`config.mk`:
```
export PLATFORM = sky130hd
export DESIGN_NAME = counter_display_driver_flat
export DESIGN_NICKNAME = d
export VERILOG_FILES = /design/src/rtl/counter_display_if.sv /design/src/rtl/counter_display_driver.sv /design/src/flat_wrapper.sv
export SDC_FILE = /design/constraint.sdc
export NUM_CORES = 1
export LEC_CHECK = 0
export CAP_MARGIN = 20
export CORE_MARGIN = 4
export CORE_UTILIZATION = 45
export CTS_BUF_LIST = sky130_fd_sc_hd__clkbuf_8
export DETAILED_ROUTE_END_ITERATION = 7
export GPL_ROUTABILITY_DRIVEN = 0
export MAX_ROUTING_LAYER = met4
export PLACE_DENSITY = 0.65
export SLEW_MARGIN = 30
export SYNTH_ARGS = -nofsm -noshare
export SYNTH_HDL_FRONTEND = slang
export SYNTH_SLANG_ARGS = --single-unit
```
`constraint.sdc`:
```
create_clock -name clk -period 2.2 [get_ports clk]
set_input_delay 0.33 -clock clk [delete_from_list [all_inputs] [get_ports clk]]
set_output_delay 0.33 -clock clk [all_outputs]
set_load 0.05 [all_outputs]
```
`src/rtl/counter_display_if.sv`:
```
// counter_display_if: counter value in, BCD and multiplexed 7-segment drive out.
interface counter_display_if;
  logic [7:0]  value_in;
  logic        busy;
  logic [11:0] bcd_out;
  logic [6:0]  seg;
  logic [2:0]  an;
  modport master (output value_in, input busy, bcd_out, seg, an);
  modport slave  (input value_in, output busy, bcd_out, seg, an);
endinterface

```
`src/rtl/counter_display_driver.sv`:
```
// counter_display_driver: shift-add-3 binary-to-BCD converter feeding a 3-digit
// multiplexed common-anode 7-segment display with optional leading-zero blanking.
module counter_display_driver #(
  parameter int SCAN_DIV = 1000,
  parameter bit BLANK_LZ = 1
) (
  input logic clk,
  input logic reset,
  counter_display_if.slave disp
);
  typedef enum logic [1:0] {IDLE, SHIFT, DONE} state_t;
  localparam logic [15:0] PMAX = 16'(SCAN_DIV - 1);
  state_t      state_q, state_d;
  logic [7:0]  last_q, last_d, shift_q, shift_d;
  logic [9:0]  scr_q, scr_d, adj;
  logic [2:0]  iter_q, iter_d;
  logic [11:0] bcd_q, bcd_d;
  logic        busy_q, busy_d;
  logic [15:0] pre_q, pre_d;
  logic [1:0]  sel_q, sel_d;
  logic [6:0]  seg_q, seg_d;
  logic [2:0]  an_q, an_d;
  logic [3:0]  dig;
  logic        blank;
  function automatic logic [6:0] seg7(input logic [3:0] d);
    case (d)
      4'd0: seg7 = 7'h40;
      4'd1: seg7 = 7'h79;
      4'd2: seg7 = 7'h24;
      4'd3: seg7 = 7'h30;
      4'd4: seg7 = 7'h19;
      4'd5: seg7 = 7'h12;
      4'd6: seg7 = 7'h02;
      4'd7: seg7 = 7'h78;
      4'd8: seg7 = 7'h00;
      4'd9: seg7 = 7'h10;
      default: seg7 = 7'h7F;
    endcase
  endfunction
  // Hundreds holds at most 2, so only the two lower nibbles ever need the +3 fix-up
  always_comb begin
    adj[3:0] = scr_q[3:0] >= 4'd5 ? scr_q[3:0] + 4'd3 : scr_q[3:0];
    adj[7:4] = scr_q[7:4] >= 4'd5 ? scr_q[7:4] + 4'd3 : scr_q[7:4];
    adj[9:8] = scr_q[9:8];
  end
  always_comb begin
    state_d = state_q;
    last_d  = last_q;
    shift_d = shift_q;
    scr_d   = scr_q;
    iter_d  = iter_q;
    bcd_d   = bcd_q;
    busy_d  = busy_q;
    case (state_q)
      IDLE: if (disp.value_in != last_q) begin
        last_d  = disp.value_in;
        shift_d = disp.value_in;
        scr_d   = '0;
        iter_d  = '0;
        busy_d  = 1'b1;
        state_d = SHIFT;
      end
      SHIFT: begin
        {scr_d, shift_d} = {adj[8:0], shift_q, 1'b0};
        iter_d  = iter_q + 3'd1;
        state_d = iter_q == 3'd7 ? DONE : SHIFT;
      end
      DONE: begin
        bcd_d   = {2'b00, scr_q};
        busy_d  = 1'b0;
        state_d = IDLE;
      end
      default: state_d = IDLE;
    endcase
  end
  always_comb begin
    pre_d = pre_q == PMAX ? '0 : pre_q + 16'd1;
    sel_d = pre_q == PMAX ? (sel_q >= 2'd2 ? 2'd0 : sel_q + 2'd1) : (sel_q == 2'd3 ? 2'd0 : sel_q);
    dig   = sel_q == 2'd0 ? bcd_q[3:0] : sel_q == 2'd1 ? bcd_q[7:4] : bcd_q[11:8];
    blank = BLANK_LZ && bcd_q[11:8] == 4'd0 && (sel_q == 2'd2 || (sel_q == 2'd1 && bcd_q[7:4] == 4'd0));
    seg_d = blank ? 7'h7F : seg7(dig);
    an_d  = sel_q == 2'd0 ? 3'b110 : sel_q == 2'd1 ? 3'b101 : sel_q == 2'd2 ? 3'b011 : 3'b111;
  end
  always_ff @(posedge clk or negedge reset) begin
    if (!reset) begin
      state_q <= IDLE;
      last_q  <= '0;
      shift_q <= '0;
      scr_q   <= '0;
      iter_q  <= '0;
      bcd_q   <= '0;
      busy_q  <= 1'b0;
      pre_q   <= '0;
      sel_q   <= '0;
      seg_q   <= 7'h7F;
      an_q    <= 3'b111;
    end else begin
      state_q <= state_d;
      last_q  <= last_d;
      shift_q <= shift_d;
      scr_q   <= scr_d;
      iter_q  <= iter_d;
      bcd_q   <= bcd_d;
      busy_q  <= busy_d;
      pre_q   <= pre_d;
      sel_q   <= sel_d;
      seg_q   <= seg_d;
      an_q    <= an_d;
    end
  end
  assign disp.busy    = busy_q;
  assign disp.bcd_out = bcd_q;
  assign disp.seg     = seg_q;
  assign disp.an      = an_q;
endmodule

```
`src/flat_wrapper.sv`:
```
// flat-port wrapper written by rule: the top's interface ports become plain ports
module counter_display_driver_flat 
#(
  parameter int SCAN_DIV = 1000,
  parameter bit BLANK_LZ = 1
)
  (clk, reset, disp_value_in, disp_busy, disp_bcd_out, disp_seg, disp_an);
  counter_display_if disp_i ();
  input logic clk;
  input logic reset;
  input wire logic [$bits(disp_i.value_in)-1:0] disp_value_in;
  output wire logic [$bits(disp_i.busy)-1:0] disp_busy;
  output wire logic [$bits(disp_i.bcd_out)-1:0] disp_bcd_out;
  output wire logic [$bits(disp_i.seg)-1:0] disp_seg;
  output wire logic [$bits(disp_i.an)-1:0] disp_an;
  assign disp_i.value_in = disp_value_in;
  assign disp_busy = disp_i.busy;
  assign disp_bcd_out = disp_i.bcd_out;
  assign disp_seg = disp_i.seg;
  assign disp_an = disp_i.an;
  counter_display_driver #(.SCAN_DIV(SCAN_DIV), .BLANK_LZ(BLANK_LZ)) u_core (.clk(clk), .reset(reset), .disp(disp_i));
endmodule
```
==> out/qor.csv, run 1 <==
metric;value;unit
start_util;47.3;%
grt_usage;15.6;%
grt_pass1_wl;10300;µm
ys_seq_elements;70;
yosys.area_share.simple;13.9;%
cp-end-kind;primary output;
worstSetupEndpoint;disp_seg[4];
grtUsageMet1;19.8;%
die-area;8740;µm²
diodes;0;
min_path_type;in2async;
worstPathCellList;clkdlybuf4s50_1;
crit_start;u_core.disp.seg[4];
ir_drop;0.632;mV
clkSlewWorstSetupHoldPaths;0.08;ns
synth_top_area_share;45.7;%
grt_pass1_vias;2166;
layoutNonFillerInstCount;428;
max-slew-margin-rel;58.2;%
busiest_layer;met2;
slowest_stage;clkdlybuf4s50_1;
period_minus_slack;1.99;ns
synthesis.area;3290;µm²
synth_xor_area_share;6.93;%
tns;0;ns
critPathBufInv;1;
wl;5990;µm
synthMuxAreaShare;9.36;%
rsz0062_at_grt;false;
cts_root_buf;clkbuf_8;
area_delta_synth_final;21.5;%
worstSkewPairLatency;0.35;ns
die_x;93.5;µm
cts_sinks;70;
rr_worst_depth;7;
vias;2201;
required;1.87;ns
setup_viol;0;
synthTopCellsByArea;dfrtp_1 46%, dfstp_2 8.0%, mux2_2 7.5%, xnor2_1 5.3%, ha_1 3.0%;
cts_resized;0;
cts_buffer_depth;2;
synthMostInstantiatedCell;dfrtp_1;
wl_per_cell;14.0;µm
ys_types;48;
ys.flop_type;dfrtp_1;
route.detailed.drc;0;
first_pass_iters;6;
max_stage_delay;0.79;ns
ys_seq_area_share;53.7;%
antenna_found_initial;0;
timing.rr.end;u_core.disp.seg[6];
rows;30;
startpoint_type;flop;
crit_type;reg2out;
grt_max_degree;36;
hold_viol_final;0;
cap_violations;0;
fillers;585;
core;6940;µm²
grtUsageMet2;23.1;%
grtUsageMet3;5.55;%
status;finished, final reports clean;
arrival;1.66;ns
crit_family;buffers and inverters;
fin_skew;0.00851;ns
via_per_inst;5.14;
synth_cells;285;
die_y;93.5;µm
period_share;90.6;%
drt.antenna.violating_nets;0;
cts_made_buffers;9;
overflow;0;
multi_input_area;1450;µm²
first_iter_violations;78;
drive_gt1_share;20.8;%
synth_compound_area_share;10.6;%
max_freq;502;MHz
register_area;1760;µm²
crit_cells;1;
cts_tree;yes;
yosys.area_share.adder;3.05;%
rrSetupSlack;0.42;ns
leakage;1.71;nW
nNetsFinal;345;
dp_cells;412;
hpwlAfterDp;4150;µm
p_per_area;1380;nW/µm²
ys_warn_count;0;
yosysTopAreaCell;dfrtp_1;
postCtsHoldBufs;0;
worstReg2RegStart;u_core.disp.bcd_out[4];
slew_viol_final;0;
portBuffers;30;
boundaryPins;33;
postCtsSetupBuffers;0;
synth_area_per_cell;11.5;µm²
synth_top_family_by_area;simple AND/OR/NAND/NOR gates;
worstMarginPinSlew;0.624;ns
async_reset_ff_share;100;%
netlist_top_cells_count;60 x dfrtp_1, 25 x nand2_1, 22 x mux2_2, 20 x xnor2_1, 15 x nor2_1;
htree_levels;3;
synth_edf_count;0;
crit_fanout;1;
power breakdown:
part	switching [mW]	internal [mW]	total (mW)
combinational	1.28	0.977	2.25
sequential	0.286	1.73	2.02
clock	0.486	0.746	1.23
total	2.05	3.45	5.50
worst min-delay path by stage:
| stage | slack, ns | to | startpoint |
|---|---|---|---|
| 6_report | 0.02 | u_core.pre_q[11] | reset |
| 5_1_grt | 0.04 | u_core.pre_q[10] | reset |
| 4_1_cts | 0.02 | u_core.pre_q[9] | reset |
| 3_5_place_dp | 0.40 | u_core.pre_q[14] | reset |
| 3_3_place_gp | 0.40 | u_core.pre_q[14] | reset |
| 2_1_floorplan | 0.03 | u_core.disp.bcd_out[0] | reset |
registers in the layout, indices dropped and copies added (netlist names):
register,flops
u_core.sel_q,2
u_core.disp.seg,7
u_core.disp.bcd_out,10
u_core.iter_q,3
u_core.pre_q,16
u_core.shift_q,8
u_core.disp.busy,1
u_core.last_q,8
u_core.state_q,2
u_core.disp.an,3
u_core.scr_q,10
logic make-up (layout without fill, tap and decap cells):
family,after synthesis,count (layout)
compound gates,48,48
xor+xnor,26,26
fa+ha+maj,8,8
buf+inv,19,65
flops,70,70
mux,28,28
other cells,1,2
simple gates,85,85
layer usage:
metal / routed length, µm / part of all wire (%)
met5: 0 / 0
met2: 2830 / 47
met1: 2850 / 48
met4: 74 / 1.2
met3: 231 / 3.9
placed cells by master, fill, tap and decap left out, types with 5 or more instances in the layout:
cell             instances
nand2b_1                 5
nor2_1                  15
mux2_2                  22
a221o_1                  7
ha_1                     8
xor2_1                   6
clkdlybuf4s50_1         29
dfstp_2                 10
nand2_1                 25
inv_1                    8
and2_1                   9
a21oi_1                  5
mux2i_1                  6
nand4_1                  6
clkbuf_8                 9
dfrtp_1                 60
buf_4                   11
xnor2_1                 20
o21ai_0                 12
final cells by class:
| class | instances | area share, % |
|---|---|---|
| flip-flops and latches | 70 | 44.2 |
| multi-input cells | 197 | 36.3 |
| repair buffers | 42 | 9.96 |
| clock buffers | 9 | 3.10 |
| well taps | 96 | 3.01 |
| clock inverters | 7 | 2.85 |
| inverters | 7 | 0.658 |
stage by stage:
step	total power [mW]	utilization, %	hold WS [ns]	setup WS [ns]	instance area (µm²)
detailed placement	4.30	54.1	0.403	0.0556	3750
floorplan	3.63	-	0.0344	0.373	3290
CTS	5.55	57.5	0.0201	0.187	3990
global placement	4.27	54.1	0.399	0.110	3750
finish	5.50	57.5	0.0206	0.206	4000
global route	5.87	57.5	0.0383	0.156	4000
worst register-to-register path, cell delays in order, from the launching register on:
cell and delay (ns):
dfrtp_1 0.43, mux2_2 0.28, mux2i_1 0.28, inv_1 0.13
ha_1 0.21, nor3_1 0.18, a211o_1 0.12, o21ai_0 0.08
Note: power is estimated with default switching activity, not from simulation.
==> inputs of run 2 (changes only) <==
Settings changed: DONT_BUFFER_PORTS set to 1, PLACE_DENSITY 0.65 to unset.
==> run 2 against run 1 <==
  * Register-to-register slack worse by 0.08 ns
  * Cell count down 6.1%
  * Global-route usage down 0.35 points
  * Sequential power up 15%
  * Via count down 3.6%
  * Non-clock buffer count down 26
  * Critical endpoint is now u_core.last_q[7]
  * Largest cell class unchanged
  * Largest power group is now sequential cells
==> out/qor.csv, run 2 (synthesized netlist as in run 1, its figures left out) <==
metric;value;unit;change
max-slew-margin-rel;53.1;%;was 58.2%
leakage;1.60;nW;was 1.71 nW
boundaryPins;33;;unchanged
postCtsHoldBufs;2;;was 0
max_freq;536;MHz;was 502 MHz
design_area;3700;µm²;was 4000 µm²
layout_commonest_cell;dfrtp_1;;unchanged
diodes;0;;unchanged
crit_family;compound AO/OA/AOI/OAI gates;;was buffers and inverters
arrival;2.09;ns;was 1.66 ns
cp-end-kind;flop;;was primary output
worstPathCellList;xnor2_1, nand4_1, o21a_1, mux2_2;;was clkdlybuf4s50_1
cts_buffer_depth;2;;unchanged
required;2.42;ns;was 1.87 ns
route.detailed.drc;0;;unchanged
die_y;93.5;µm;unchanged
period_minus_slack;1.86;ns;was 1.99 ns
nNetsFinal;319;;was 345
setup_viol;0;;unchanged
cts_resized;0;;unchanged
worst_slack;0.336;ns;was 0.206 ns
crit_type;reg2reg;;was reg2out
vias;2121;;was 2201
power_frac_seq;45.8;%;was 36.6%
grt_pass1_wl;10200;µm;was 10300 µm
p_per_area;1370;nW/µm²;was 1380 nW/µm²
start_util;47.3;%;unchanged
rsz0062_at_grt;false;;unchanged
startpoint_type;flop;;unchanged
hpwlAfterDp;4050;µm;was 4150 µm
rows;30;;unchanged
clkSlewWorstSetupHoldPaths;0.07;ns;was 0.08 ns
wl;5960;µm;was 5990 µm
overflow;0;;unchanged
worstSkewPairLatency;0.34;ns;was 0.35 ns
grt_usage;15.3;%;was 15.6%
die_x;93.5;µm;unchanged
die-area;8740;µm²;unchanged
status;finished, final reports clean;;unchanged
netSwitchingFraction;39.7;%;was 37.2%
comb_power_share;34.0;%;was 41.0%
antenna_found_initial;0;;unchanged
drt.antenna.violating_nets;0;;unchanged
area_delta_synth_final;12.6;%;was 21.5%
grt_pass1_vias;2019;;was 2166
cts_tree;yes;;unchanged
max_stage_delay;0.63;ns;was 0.79 ns
cts_root_buf;clkbuf_8;;unchanged
tns;0;ns;unchanged
cts_made_buffers;9;;unchanged
postCtsSetupBuffers;0;;unchanged
htree_levels;3;;unchanged
crit_fanout;19;;was 1
portBuffers;0;;was 30
wl_per_cell;14.8;µm;was 14.0 µm
slew_viol_final;0;;unchanged
holdPathStages;1;;
drive_gt1_share;23.5;%;was 20.8%
clkPwrFrac;20.3;%;was 22.4%
finalPower;5.07;mW;was 5.50 mW
timing.hold.ws;0.135;ns;was 0.0206 ns
worstMarginPinSlew;0.704;ns;was 0.624 ns
largest_register_ffs;16;;unchanged
grt_max_degree;71;;was 36
fillers;594;;was 585
dp_cells;384;;was 412
final_util;53.3;%;was 57.5%
critPathBufInv;0;;was 1
hold_viol_final;0;;unchanged
dpl_cell_area;3460;µm²;was 3750 µm²
fin_skew;0.00821;ns;was 0.00851 ns
slowest_stage;o21a_1;;was clkdlybuf4s50_1
cap_violations;0;;unchanged
via_per_inst;5.28;;was 5.14
crit_cells;4;;was 1
first_pass_iters;4;;was 6
rr_worst_depth;4;;was 7
cts_sinks;70;;unchanged
top_register;u_core.pre_q;;unchanged
power.internal;3.06;mW;was 3.45 mW
core;6940;µm²;unchanged
layoutNonFillerInstCount;402;;was 428
first_iter_violations;52;;was 78
final_cell_mix;60 x dfrtp_1, 25 x nand2_1, 22 x mux2_2;;was 60 x dfrtp_1, 29 x clkdlybuf4s50_1, 25 x nand2_1
ir_drop;0.750;mV;was 0.632 mV
period_share;84.7;%;was 90.6%
post-place-ws;0.352;ns;was 0.0556 ns
min_path_type;in2reg;;was in2async
switchingPower;2.01;mW;was 2.05 mW
==> run 2: changes by cell type in the layout (fill, tap and decap cells not counted), sizes merged, moves of 2 or more <==
cell           delta
buf               +2
bufinv            -2
clkdlybuf4s50    -29
clkinv            +3
==> run 2: power groups by stage <==
stage / Sequential (mW) / Combinational, mW / Clock [mW]
floorplan: 2.47 / 1.16 / 0
global placement: 2.34 / 1.67 / 0
detailed placement: 2.35 / 1.70 / 0
finish: 2.32 / 1.72 / 1.03
CTS: 2.33 / 1.74 / 1.06
global route: 2.38 / 1.93 / 1.12
==> run 2: cell type report <==
class                           count  area [µm²]  area share, %
Timing Repair Buffer               16         143           3.85
Tap cell                           96         120           3.25
Clock buffer                       10         138           3.72
Sequential cell                    70        1760           47.7
Inverter                            7        26.3          0.710
Multi-Input combinational cell    197        1450           39.1
Clock inverter                      6        61.3           1.66
==> run 2: final timing paths <==
path                                   from                  to  slack [ns]
min in group asynchronous             reset    u_core.pre_q[11]        0.51
hold / removal             disp_value_in[0]   u_core.shift_q[0]        0.14
max in group asynchronous             reset  u_core.disp.seg[4]        1.36
setup / recovery           u_core.last_q[4]    u_core.last_q[7]        0.34
setup reg to reg           u_core.last_q[4]    u_core.last_q[7]        0.34
hold reg to reg             u_core.pre_q[0]     u_core.pre_q[0]        0.46
==> run 2: routing by layer <==
metal	GRT usage (%)	wire length, µm
met5	-	0
met4	4.76	60
met3	4.91	192
met2	23.0	2920
met1	19.6	2790
==> RTL edit, RTL diff (flow settings as in run 2) <==
`shift_q` no longer has a reset.
--- a/src/rtl/counter_display_driver.sv
+++ b/src/rtl/counter_display_driver.sv
@@ -85,7 +85,6 @@
     if (!reset) begin
       state_q <= IDLE;
       last_q  <= '0;
-      shift_q <= '0;
       scr_q   <= '0;
       iter_q  <= '0;
       bcd_q   <= '0;
@@ -97,7 +96,6 @@
     end else begin
       state_q <= state_d;
       last_q  <= last_d;
-      shift_q <= shift_d;
       scr_q   <= scr_d;
       iter_q  <= iter_d;
       bcd_q   <= bcd_d;
@@ -108,6 +106,10 @@
       an_q    <= an_d;
     end
   end
+
+  always_ff @(posedge clk) begin
+    shift_q <= shift_d;
+  end
   assign disp.busy    = busy_q;
   assign disp.bcd_out = bcd_q;
   assign disp.seg     = seg_q;
Formal check against the unedited RTL: same outputs for any inputs over 10 cycles, from zero or initial values and one cycle with reset low; that may be too few to reach the edited logic, so the function may still have changed.
==> RTL edit against run 2 <==
Critical path depth did not move; combinational power rose by 3%; first-iteration DRC count rose by 130%; routed wire length fell by 0.30%; sequential cell count did not move; core utilization rose by 0.92 points; area after synthesis fell by 0.42%; sequential power rose by 5%; design area rose by 1.7%; total power rose by 7.7%; setup slack got worse by 140 ps; critical endpoint is now u_core.last_q[1]$_DFFE_PN0P_; largest cell class unchanged.
==> RTL edit: results (changes against run 2) <==
Setup path
  • Data arrival, critical path: 2210 ps (was 2090 ps)
  • Crit path max-delay family: simple AND/OR/NAND/NOR gates (was compound AO/OA/AOI/OAI gates)
  • Max FO, Critical Path: 7 (was 19)
  • Reg2Reg Depth: 4 (unchanged)
  • Crit-path slowest cell: nor4_1 (was o21a_1)
  • Crit-path max cell delay: 580 ps (was 630 ps)

Clocking
  • Max Root-Sink Buffers: 2 (unchanged)
  • CTS clock-pin slew for the worst setup and hold paths: around 80 ps
  • Skew-Pair Late Insertion Delay: 340 ps (about the same)
  • Num CTS Buffers: 9 (unchanged)

Timing
  • Slew of the pin with the lowest slew margin: 623 ps (was 704 ps)
  • Setup Skew: 12.2 ps (was 8.21 ps)

Global routing
  • Vias in the first global route: 2155 (was 2019)
  • Total GRT Usage: 0.157 (was 0.153)
  • First-pass GRT wire length: 10.4 mm (was 10.2 mm)
  • Largest net degree at the start of global routing: 63 (was 71)

Yosys
  • Compound-Gate Fraction of Synth Area: 0.0898 (was 0.106)
  • XOR/XNOR share of the synthesized area: 0.0615 (was 0.0693)
  • Synth top area cells: dfrtp_1 40%, dfstp_2 8.0%, edfxtp_1 7.3% (was dfrtp_1 46%, dfstp_2 8.0%, mux2_2 7.5%)
  • Synth Warn #: 0 (unchanged)
  • Synth async-reset ratio: 0.886 (was 1.00)
  • Sequential share of the synthesized area: 0.551 (was 0.537)
  • Post-synth EDFFs: 8 (was 0)
  • Top_reg_cell synth: dfrtp_1 (unchanged)
  • Synth Area in Adders: 0.0306 (was 0.0305)
  • Synth Area per Inst: 11.2 um2 (was 11.5 um2)
  • Distinct cell type count of the synthesized netlist: 47 (was 48)
  • Mux cell area share after synthesis: 0.0902 (was 0.0936)
  • Synth cell count leaders: 52 x dfrtp_1, 43 x nand2_1, 20 x mux2_2, 15 x o21ai_0 (was 60 x dfrtp_1, 25 x nand2_1, 22 x mux2_2, 20 x xnor2_1, 15 x nor2_1)

Worst hold path
  • Hold Crit Class: in2reg (unchanged)

Cells and area
  • Fillers: 624 (was 594)
  • Layout cells sized above 1: 0.230 (was 0.235)
  • # diodes: 0 (unchanged)
  • Layout net count: 331 (was 319)
  • Final Non-Filler Cells: 414 (was 402)

Power and ir drop
  • Net Sw Power: 0.00210 W (was 0.00201 W)
  • Total leakage power: 1.63 nW (was 1.60 nW)
  • Maximum VDD drop: 0.629 mV (was 0.750 mV)

Place
  • Hpwl dp: 4.18 mm (was 4.05 mm)
  • Placed cell count: 396 (was 384)
  • # port buffers: 0 (unchanged)
  • Pre-CTS setup slack: 227 ps (was 352 ps)
  • Placed Instance Area: 0.00348 mm2 (was 0.00346 mm2)

Routing
  • DR pass1 iterations: 4 (unchanged)
  • 1st-iter DRT viols: 117 (was 52)
  • Final wirelength: 5.94 mm (was 5.96 mm)
  • Vias per cell: 5.14 (was 5.28)

Run status
  • Status: finished clean (unchanged)
## RTL edit: logic make-up (layout without fill, tap and decap cells)
logic type                 Yosys count  after routing
and+or+nand+nor                     97             97
DFF                                 70             70
AOI/OAI and AO/OA                   46             46
muxes                               27             27
xor gates and xnor gates            23             23
buffers and inverters               20             45
adders and majority gates            8              8
other                                1              2
## RTL edit: path summary, 6_finish.rpt
path	slack, ps	from	to
min in group asynchronous	520	reset	u_core.pre_q[12]$_DFF_PN0_
hold reg to reg	470	u_core.shift_q[7]$_DFFE_PP_	u_core.scr_q[0]$_DFFE_PN0P_
max in group asynchronous	1370	reset	u_core.disp.an[1]$_DFF_PN1_
setup reg to reg	200	u_core.last_q[5]$_DFFE_PN0P_	u_core.last_q[1]$_DFFE_PN0P_
setup / recovery	200	u_core.last_q[5]$_DFFE_PN0P_	u_core.last_q[1]$_DFFE_PN0P_
hold / removal	140	disp_value_in[6]	u_core.last_q[6]$_DFFE_PN0P_
## RTL edit: repair_timing
action	CTS	global route
hold buffers	2	0
hold endpoints to repair	62	0
setup buffers	0	0
## RTL edit: area by class of cell
class	instances	area [um2]	share of cell area
Timing Repair Buffer	21	180	0.0479
Sequential cell	70	1800	0.479
Multi-Input combinational cell	203	1380	0.368
Tap cell	96	120	0.0319
Clock buffer	10	138	0.0366
Clock inverter	6	109	0.0289
Inverter	8	30.0	0.00798
## RTL edit: power groups by stage
| stage | Clock [W] | Sequential, W | Combinational [W] |
|---|---|---|---|
| finish | 0.00125 | 0.00244 | 0.00177 |
| global route | 0.00136 | 0.00251 | 0.00200 |
| CTS | 0.00129 | 0.00245 | 0.00179 |
| detailed placement | 0 | 0.00247 | 0.00175 |
| global placement | 0 | 0.00246 | 0.00173 |
| floorplan | 0 | 0.00260 | 0.00115 |
## RTL edit: metrics by stage
step	total power [W]	hold slack, ps
final	0.00546	137
after CTS	0.00553	119
after floorplan	0.00375	34.4
after detailed placement	0.00422	36.3
after global routing	0.00587	111
after global placement	0.00419	36.6
## RTL edit: metal layers
metal,up-vias,GRT usage,share of wire
met5,-,-,0
met4,0,0.0574,0.012
met3,6,0.0515,0.046
met1,1026,0.201,0.47
li1,1066,-,-
met2,32,0.233,0.48
